**config.mk**
```make
export PLATFORM = sky130hd
export DESIGN_NAME = frame_loader_flat
export DESIGN_NICKNAME = d
export VERILOG_FILES = /design/src/rtl/mat_pkg.sv /design/src/rtl/frame_loader_if.sv /design/src/rtl/idle_timer.sv /design/src/rtl/frame_loader.sv /design/src/flat_wrapper.sv
export SDC_FILE = /design/constraint.sdc
export NUM_CORES = 1
export LEC_CHECK = 0
export ABC_AREA = 1
export CAP_MARGIN = 15
export CORE_UTILIZATION = 50
export DETAILED_ROUTE_END_ITERATION = 10
export GPL_TIMING_DRIVEN = 0
export PLACE_DENSITY = 0.9
export SLEW_MARGIN = 10
export SYNTH_ARGS = -nofsm -noshare
export SYNTH_HDL_FRONTEND = slang
export SYNTH_SLANG_ARGS = --single-unit
```
**constraint.sdc**
```tcl
create_clock -name i_clk -period 2 [get_ports i_clk]
set_clock_uncertainty 0.1 [all_clocks]
set_input_delay 0.2 -clock i_clk [delete_from_list [all_inputs] [get_ports i_clk]]
set_output_delay 0.2 -clock i_clk [all_outputs]
set_load 0.05 [all_outputs]
```
**src/rtl/mat_pkg.sv**
```systemverilog
// mat_pkg: shared widths, default sync marker and FSM state encoding for frame_loader.
package mat_pkg;
   localparam int MAT_ELEMS = 9;
   localparam int DATA_W = 8;
   localparam int IDX_W = $clog2(MAT_ELEMS);
   localparam logic [DATA_W-1:0] SYNC_BYTE_DEF = 8'hA5;
   localparam logic [2:0] S_IDLE = 3'd0, S_LOAD_A = 3'd1, S_LOAD_B = 3'd2, S_CHECK = 3'd3, S_DONE = 3'd4;
   typedef enum logic [2:0] {
      ST_IDLE   = S_IDLE,
      ST_LOAD_A = S_LOAD_A,
      ST_LOAD_B = S_LOAD_B,
      ST_CHECK  = S_CHECK,
      ST_DONE   = S_DONE
   } state_e;
endpackage

```
**src/rtl/frame_loader_if.sv**
```systemverilog
// frame_loader_if: byte input, downstream handshake and matrix-pair outputs of frame_loader.
interface frame_loader_if;
   import mat_pkg::*;
   logic [DATA_W-1:0] i_data;
   logic              i_valid;
   logic              i_ready;
   logic [DATA_W-1:0] o_mat_a [MAT_ELEMS];
   logic [DATA_W-1:0] o_mat_b [MAT_ELEMS];
   logic              o_valid;
   logic              o_busy;
   logic              o_err;
   logic              o_overrun;
   modport master (output i_data, i_valid, i_ready,
                   input  o_mat_a, o_mat_b, o_valid, o_busy, o_err, o_overrun);
   modport slave  (input  i_data, i_valid, i_ready,
                   output o_mat_a, o_mat_b, o_valid, o_busy, o_err, o_overrun);
endinterface

```
**src/rtl/idle_timer.sv**
```systemverilog
// idle_timer: counts enabled cycles since the last clear and flags expiry at TIMEOUT_CYC-1.
module idle_timer #(
   parameter int unsigned TIMEOUT_CYC = 1200000
) (
   input  logic i_clk,
   input  logic i_rst,
   input  logic i_clear,
   input  logic i_enable,
   output logic o_expired
);
   localparam int W = $clog2(TIMEOUT_CYC + 1);
   logic [W-1:0] cnt_q, cnt_d;
   assign cnt_d = (i_clear || !i_enable) ? '0 : cnt_q + 1'b1;
   assign o_expired = i_enable && cnt_q == W'(TIMEOUT_CYC - 1);
   always_ff @(posedge i_clk or negedge i_rst)
      if (!i_rst) cnt_q <= '0;
      else cnt_q <= cnt_d;
endmodule

```
**src/rtl/frame_loader.sv**
```systemverilog
// frame_loader: assembles sync + 18-byte matrix-pair frames from a UART byte stream.
// Define FRAME_CHECKSUM_EN to append and verify a trailing XOR checksum byte (CHECK state).
module frame_loader
   import mat_pkg::*;
#(
   parameter int unsigned       TIMEOUT_CYC = 1200000,
   parameter logic [DATA_W-1:0] SYNC_BYTE   = SYNC_BYTE_DEF
) (
   input logic           i_clk,
   input logic           i_rst,
   frame_loader_if.slave bus
);
`ifdef FRAME_CHECKSUM_EN
   localparam state_e AFTER_B = ST_CHECK;
`else
   localparam state_e AFTER_B = ST_DONE;
`endif
   state_e            state_q, state_d;
   logic [IDX_W-1:0]  idx_q, idx_d;
   logic [DATA_W-1:0] mat_a_q [MAT_ELEMS];
   logic [DATA_W-1:0] mat_b_q [MAT_ELEMS];
   logic              valid_q, valid_d, err_q, err_d, ovr_q, ovr_d;
   logic              loading, expired, last, sync;
   assign loading = state_q inside {ST_LOAD_A, ST_LOAD_B, ST_CHECK};
   assign last    = idx_q == IDX_W'(MAT_ELEMS - 1);
   assign sync    = bus.i_valid && bus.i_data == SYNC_BYTE;
   idle_timer #(.TIMEOUT_CYC(TIMEOUT_CYC)) u_timer (
      .i_clk,
      .i_rst,
      .i_clear  (bus.i_valid || state_d != state_q),
      .i_enable (loading),
      .o_expired(expired)
   );
`ifdef FRAME_CHECKSUM_EN
   logic [DATA_W-1:0] csum_q;
   logic              csum_ok;
   assign csum_ok = bus.i_data == csum_q;
   always_ff @(posedge i_clk or negedge i_rst)
      if (!i_rst) csum_q <= '0;
      else if (state_q inside {ST_LOAD_A, ST_LOAD_B}) csum_q <= bus.i_valid ? csum_q ^ bus.i_data : csum_q;
      else if (state_q != ST_CHECK) csum_q <= '0;
`endif
   // Leaving DONE with i_ready high behaves exactly like IDLE for the same byte.
   always_comb begin
      state_d = state_q;
      idx_d   = idx_q;
      valid_d = valid_q;
      err_d   = 1'b0;
      ovr_d   = 1'b0;
      case (state_q)
         ST_IDLE, ST_DONE: begin
            ovr_d = state_q == ST_DONE && bus.i_valid && !bus.i_ready;
            if (state_q == ST_IDLE || bus.i_ready) begin
               state_d = sync ? ST_LOAD_A : ST_IDLE;
               idx_d   = '0;
               valid_d = 1'b0;
            end
         end
         ST_LOAD_A, ST_LOAD_B: begin
            if (bus.i_valid) begin
               idx_d   = last ? '0 : idx_q + 1'b1;
               state_d = !last ? state_q : (state_q == ST_LOAD_A ? ST_LOAD_B : AFTER_B);
               valid_d = last && state_q == ST_LOAD_B && AFTER_B == ST_DONE;
            end
         end
`ifdef FRAME_CHECKSUM_EN
         ST_CHECK: begin
            if (bus.i_valid) begin
               state_d = csum_ok ? ST_DONE : ST_IDLE;
               valid_d = csum_ok;
               err_d   = !csum_ok;
            end
         end
`endif
         default: ;
      endcase
      if (expired && !bus.i_valid) begin
         state_d = ST_IDLE;
         err_d   = 1'b1;
      end
   end
   always_ff @(posedge i_clk or negedge i_rst)
      if (!i_rst) begin
         state_q <= ST_IDLE;
         idx_q   <= '0;
         valid_q <= 1'b0;
         err_q   <= 1'b0;
         ovr_q   <= 1'b0;
         mat_a_q <= '{default: '0};
         mat_b_q <= '{default: '0};
      end else begin
         state_q <= state_d;
         idx_q   <= idx_d;
         valid_q <= valid_d;
         err_q   <= err_d;
         ovr_q   <= ovr_d;
         if (bus.i_valid && state_q == ST_LOAD_A) mat_a_q[idx_q] <= bus.i_data;
         if (bus.i_valid && state_q == ST_LOAD_B) mat_b_q[idx_q] <= bus.i_data;
      end
   assign bus.o_mat_a   = mat_a_q;
   assign bus.o_mat_b   = mat_b_q;
   assign bus.o_valid   = valid_q;
   assign bus.o_busy    = loading;
   assign bus.o_err     = err_q;
   assign bus.o_overrun = ovr_q;
endmodule
```
**src/flat_wrapper.sv**
```systemverilog
// flat-port wrapper written by rule: the top's interface ports become plain ports
module frame_loader_flat import mat_pkg::*;
#(
   parameter int unsigned       TIMEOUT_CYC = 1200000,
   parameter logic [DATA_W-1:0] SYNC_BYTE   = SYNC_BYTE_DEF
)
  (i_clk, i_rst, bus_i_data, bus_i_valid, bus_i_ready, bus_o_mat_a, bus_o_mat_b, bus_o_valid, bus_o_busy, bus_o_err, bus_o_overrun);
  frame_loader_if bus_i ();
  input logic i_clk;
  input logic i_rst;
  input wire logic [$bits(bus_i.i_data)-1:0] bus_i_data;
  input wire logic [$bits(bus_i.i_valid)-1:0] bus_i_valid;
  input wire logic [$bits(bus_i.i_ready)-1:0] bus_i_ready;
  output wire logic [$bits(bus_i.o_mat_a)-1:0] bus_o_mat_a;
  output wire logic [$bits(bus_i.o_mat_b)-1:0] bus_o_mat_b;
  output wire logic [$bits(bus_i.o_valid)-1:0] bus_o_valid;
  output wire logic [$bits(bus_i.o_busy)-1:0] bus_o_busy;
  output wire logic [$bits(bus_i.o_err)-1:0] bus_o_err;
  output wire logic [$bits(bus_i.o_overrun)-1:0] bus_o_overrun;
  assign bus_i.i_data = bus_i_data;
  assign bus_i.i_valid = bus_i_valid;
  assign bus_i.i_ready = bus_i_ready;
  assign bus_o_mat_a = {>>{bus_i.o_mat_a}};
  assign bus_o_mat_b = {>>{bus_i.o_mat_b}};
  assign bus_o_valid = bus_i.o_valid;
  assign bus_o_busy = bus_i.o_busy;
  assign bus_o_err = bus_i.o_err;
  assign bus_o_overrun = bus_i.o_overrun;
  frame_loader #(.TIMEOUT_CYC(TIMEOUT_CYC), .SYNC_BYTE(SYNC_BYTE)) u_core (.i_clk(i_clk), .i_rst(i_rst), .bus(bus_i));
endmodule
```
* Word level (Yosys, flattened, before mapping)
Cells that the tools add are included.
** Storage, ports and cells
- Bits in registers :: 175
- Bits in latches :: 0
- Memory bits (writable) :: 0
- ROM bits :: 0
- Bits of input ports :: 12
- Output and inout bits :: 148
- Logic and storage cells :: 81
- Memories kept :: 0
** Operators by class
- $add $sub $neg :: 2
- Multipliers :: 0
- Div/mod/pow operators :: 0
- Order comparisons :: 2
- Equality and inequality tests :: 10
- Shifts and indexed selects :: 0
- Mux-type cells :: 21
- Bitwise operators :: 1
- Reductions and logical operators :: 21
** Operator list (count)
- bitwise mux 72 bit :: 2
- demux 8 bit (select 4 bit) :: 1
- adder 21 x 1 -> 21 bit (second input constant) :: 1
- == test 21 bit (second input constant) :: 1
- 2-to-1 mux 21 bit :: 1
- 2-to-1 mux 3 bit :: 5
- 2-to-1 mux 4 bit :: 3
- logical AND 1 bit :: 9
- == test 8 bit (second input constant) :: 1
- 2-to-1 mux 8 bit :: 1
- case mux 4 bit (2 select lines) :: 1
- == test 3 x 2 -> 1 bit (second input constant) :: 2
- case mux 3 bit (2 select lines) :: 1
- greater-or-equal comparator 5 bit (second input constant) :: 1
- less-than comparator 5 x 1 -> 1 bit (second input constant) :: 1
- 2-to-1 mux 1 bit :: 5
- NOT 4 -> 5 bit :: 1
- adder 4 x 1 -> 4 bit (second input constant) :: 1
- == test 4 bit (second input constant) :: 1
- OR reduction 2 bit :: 2
- == test 3 x 1 -> 1 bit (second input constant) :: 1
- == test 3 bit (second input constant) :: 1
- logical NOT 1 bit :: 3
- logical NOT 3 bit :: 1
- other kinds (8) :: 10

* Longest topological paths before layout
- Depth after elaboration :: 10
- Mapped depth :: 12
- Mapped depth without buffers :: 11

* Cells and area by module
Synthesis repeated with hierarchy kept, for this count alone.
** Second synthesis, totals
- Cells, all modules :: 766
- Area, all modules :: 7340.8 µm²
** Modules (own cells, without submodules)
- frame_loader :: times used 1, cells an instance 593, area an instance 6068.3 µm², sequential area each 3853.7 µm²
- idle_timer :: times used 1, cells an instance 173, area an instance 1272.5 µm², sequential area each 525.5 µm²

* Worst setup path before layout
OpenSTA, ideal clock, no wires.
- Path kind :: flip-flop to flip-flop
- From :: register u_core.u_timer.cnt_q[0]
- To :: register u_core.u_timer.cnt_q[0]
- Setup time :: 0.127 ns
- Arrival :: 1.553 ns
- Required time :: 1.773 ns
- Slack :: 0.220 ns
- Cell stages (with the launch flop) :: 12
- Path buffers :: 1
- Clock period less this slack :: 1.780 ns
- Cells stage by stage :: dfrtp_1 > ha_1 > nand2_2 > nor2_4 > nand3_2 > nor2_1 > nand2_1 > nand2_1 > nand2_1 > nand2_2 > buf_8 > nor3_2
** Between the ends
- Longest elaborated chain between the ends :: 8
- Elaborated cells between the ends (all ways) :: 9
- Those cells by class :: add/sub: 1; eq/ne: 2; mux: 2; reduce/logical: 4
** Ends and longest elaborated chain
- from (decl) :: RTL line idle_timer.sv:12 : logic [W-1:0] cnt_q, cnt_d;
- from (signal assigned) :: RTL line idle_timer.sv:17 : else cnt_q <= cnt_d;
- == test 21 bit :: RTL line idle_timer.sv:14 : assign o_expired = i_enable && cnt_q == W'(TIMEOUT_CYC - 1);
- logical AND 1 bit :: RTL line idle_timer.sv:14
- logical AND 1 bit :: RTL line frame_loader.sv:77 : if (expired && !bus.i_valid) begin
- 2-to-1 mux 3 bit :: RTL line frame_loader.sv:77
- inequality test 3 bit :: RTL line frame_loader.sv:30 : .i_clear (bus.i_valid || state_d != state_q),
- logical OR 1 bit :: RTL line frame_loader.sv:30
- logical OR 1 bit :: RTL line idle_timer.sv:13 : assign cnt_d = (i_clear || !i_enable) ? '0 : cnt_q + 1'b1;
- 2-to-1 mux 21 bit (*) :: RTL line idle_timer.sv:13
- named net u_core.u_timer.cnt_d[0] :: RTL line idle_timer.sv:12
Mark *: on every way through the listed nets, which the timed path passes. The rest lies on a longest branch.
A chain may end at the register's enable or synchronous reset.

* Worst setup path in the final report
- From :: register u_core.mat_a_q (netlist bit u_core.bus.o_mat_a[16])
- To :: output bus_o_mat_a[16]
** RTL lines
- from (decl) :: RTL line frame_loader.sv:20 : logic [DATA_W-1:0] mat_a_q [MAT_ELEMS];
- from (signal, indexed assignment) :: RTL line frame_loader.sv:97 : if (bus.i_valid && state_q == ST_LOAD_A) mat_a_q[idx_q] <= bus.i_data;
- to (decl) :: RTL line flat_wrapper.sv:14 : output wire logic [$bits(bus_i.o_mat_a)-1:0] bus_o_mat_a;
No word-level cell between the ends.

==> metrics.md <==
| Metric | Value |
|---|---|
| Setup slack, reg-to-reg | `between 0.1 and 0.15 ns` |
| Worst-skew pair later-pin latency | `between 0.4 and 0.5 ns` |
| Sequential share of the synthesized area | `0.610` |
| RD Place Congestion | `0.866` |
| Yosys cell types | `27` |
| Slew HR | `0.527` |
| CTS tree | `built` |
| Commonest non-fill, non-tap cell in the layout | `nand2_1` |
| Antenna Cells | `0` |
| Die width | `around 120 um` |
| Io pins | `160` |
| Crit path cell chain | `clkdlybuf4s50_1` |
| Syn_area_per_cell | `9.57 sq um` |
| Initial antenna violation count | `0` |
| Slowest stage delay, CP | `roughly 0.85 ns` |
| Layout area overhead | `35.6%` |
| Max Root-Sink Buffers | `2` |
| Arr. time, crit path | `roughly 1.7 ns` |
| Launching point of the worst reg2reg path | `u_core.state_q[2]` |
| Root Buffer | `clkbuf_16` |
| RSZ-0062 raised after global routing | `true` |
| Routed vias | `between 6000 and 7000` |
| Nature of the critical path endpoint | `output port` |
| Max-cap violations | `0` |
| Die Area | `approximately 0.015 sq mm` |
| Max stage delay cell, worst path | `clkdlybuf4s50_1` |
| Post-route ant nets | `0` |
| Dpl cells | `roughly 1100` |
| Share of cells above drive strength 1 | `0.121` |
| Warnings, synthesis | `0` |
| Vias per inst | `5.43` |
| Total CTS buffers | `17` |
| H-tree levels | `4` |
| Routed len/inst | `between 15 and 20 um` |
| Status | `finished, final reports clean` |
| Largest net degree at the start of global routing | `95` |
| CP required | `1.70 ns` |
| DR iter-0 viols | `between 300 and 400` |
| Syn Nets | `767` |
| Finished Layout Cells | `between 1000 and 1500` |
| Routed WL | `20.0 mm` |
| Dpl hpwl | `13.5 mm` |
| Grt total ovfl | `0` |
| Setup CP Type | `flip-flop to output port` |
| WP buf/inv | `1` |
| Number of global-route vias before repair | `roughly 6000` |
| DP Area | `0.00902 sq mm` |
| Fillers | `approximately 950` |
| Dominant synthesized flop cell | `dfrtp_1` |
| Leak | `~0.0043 uW` |
| # port buffers | `158` |
| Synth async-reset ratio | `1.00` |
| Pwr dens | `1540 mW/mm^2` |
| Row cnt | `between 40 and 50` |
| Mapped Cells | `750` |
| Final worst-path cycle share | `0.991` |
| FMAX | `around 500 MHz` |
| Min cycle time layout | `1.98 ns` |
| Worst r2r dst | `u_core.bus.o_mat_b[24]` |
| First drt pass iteration count | `5` |
| Final net count | `roughly 950` |
| Clock transition at the registers of the reported paths | `about 0.070 ns` |
| Most frequent cells in the layout | `nand2_1 (220), dfrtp_1 (174), clkdlybuf4s50_1 (155)` |
| Clock sink count | `between 150 and 200` |
| Synth Cell Area | `0.00718 sq mm` |
| Core area | `0.0139 sq mm` |
| DRC errors left | `0` |
| Top delay family on crit path | `buffers and inverters` |
| R2R depth | `6` |
| First-pass GRT wire length | `approximately 32 mm` |
| Fin area | `roughly 0.0097 sq mm` |
| Final Hold Viols | `0` |
| CP max FO | `2` |
| Hold WC Path Type | `input pin to asynchronous set/reset pin` |
| Total track usage | `0.285` |
| Max-slew violations | `0` |
| Die H | `around 120 um` |
| Measured slew at the worst slew-check pin | `a little over 0.7 ns` |
| EDFF count, synth | `0` |
| Flops & latches, synth | `about 180` |
| Initial Utilization | `0.515` |
| Setup violations, final | `0` |
| Worst setup SP type | `flip-flop` |
| Peak ir drop on the vdd network | `about 1.2 mV` |
[timing repair]
action                                  in CTS  in global routing
hold buffers                                 2                  0
setup buffers                                0                  7
pin swaps                                    0                  1
resized for setup                            6                 10
endpoints found under the setup margin      23                 35
hold endpoints to repair                    94                  0
[how the worst max path moves through the flow]
stage | start | end | slack, ns | cells after the start
floorplan | u_core.u_timer.cnt_q[0] | u_core.u_timer.cnt_q[0] | 0.22 | 11
global placement | i_rst | u_core.bus.o_mat_b[69] | -6.38 | 1
detailed placement | u_core.u_timer.cnt_q[0] | u_core.u_timer.cnt_q[0] | -0.10 | 11
CTS | u_core.state_q[1] | bus_o_busy | 0.007 | 3
global route | u_core.idx_q[1] | u_core.u_timer.cnt_q[2] | -0.03 | 12
finish | u_core.bus.o_mat_a[16] | bus_o_mat_a[16] | 0.02 | 1
[Yosys cell counts, types with 5 or more instances]
cell	instances	area, sq um
nand2_1	223	837
nand3_2	5	50.1
dfrtp_1	175	4380
ha_1	5	62.6
nor3_2	21	210
nand4_1	10	62.6
xor2_1	12	105
nor2_1	39	146
inv_1	35	131
buf_2	17	85.1
o21ai_0	145	726
clkbuf_1	9	33.8
inv_2	6	22.5
nand3_1	16	80.1
[cells by family (layout without fill, tap and decap cells)]
| family | count (synthesis) | count (layout) | synth area share |
|---|---|---|---|
| xor gates and xnor gates | 16 | 16 | 0.0195 |
| buffers and inverters | 72 | 271 | 0.0464 |
| adders and majority gates | 5 | 5 | 0.00871 |
| DFF | 175 | 175 | 0.610 |
| AOI/OAI and AO/OA | 152 | 152 | 0.107 |
| and+or+nand+nor | 330 | 330 | 0.208 |
[power breakdown]
part / internal, uW / switching (uW) / total, uW
clock: 2040 / 1410 / 3440
combinational: 2010 / 4620 / 6630
sequential: 4390 / 565 / 4960
[state kept, by name, summed over array words and instances, names as in the netlist]
signal	count
u_core.bus.o_mat_a	72
u_core.bus.o_mat_b	72
u_core.u_timer.cnt_q	21
u_core.idx_q	4
u_core.state_q	3
u_core.bus.o_err	1
u_core.bus.o_overrun	1
u_core.bus.o_valid	1
[worst reg2reg max path, delay by kind of cell, from the launching register on]
family / cells / cell delay, ns
simple gates: 3 / 0.64
buf+inv: 2 / 0.40
compound gates: 1 / 0.21
flops: 1 / 0.43
[cell type report]
cell class | count | area (sq um) | share of cell area
repair buffers | 168 | 1680 | 0.173
flip-flops and latches | 175 | 4380 | 0.450
well taps | 180 | 225 | 0.0231
inverters | 41 | 154 | 0.0158
clock buffers | 19 | 453 | 0.0465
plain buffers | 31 | 179 | 0.0184
multi-input cells | 503 | 2500 | 0.257
clock inverters | 12 | 160 | 0.0164
[per-layer routing]
layer	vias up	track usage	wire length [um]
li1	2819	-	-
met2	248	0.465	9620
met1	3022	0.351	8120
met4	0	0.113	592
met5	-	0	0
met3	41	0.0913	1710
[metrics by stage]
stage	total power, uW	setup WS, ns	util	TNS (ns)	hold slack, ns
4_1_cts	15000	0.00744	0.694	0	0.309
2_1_floorplan	9200	0.220	-	0	-0.196
5_1_grt	15600	-0.0295	0.699	-0.330	0.332
6_report	15000	0.0171	0.699	0	0.277
3_3_place_gp	11300	-6.38	0.645	-1116.46	0.365
3_5_place_dp	11500	-0.100	0.647	-1.86	0.166
(Power assumes the default switching activity.)
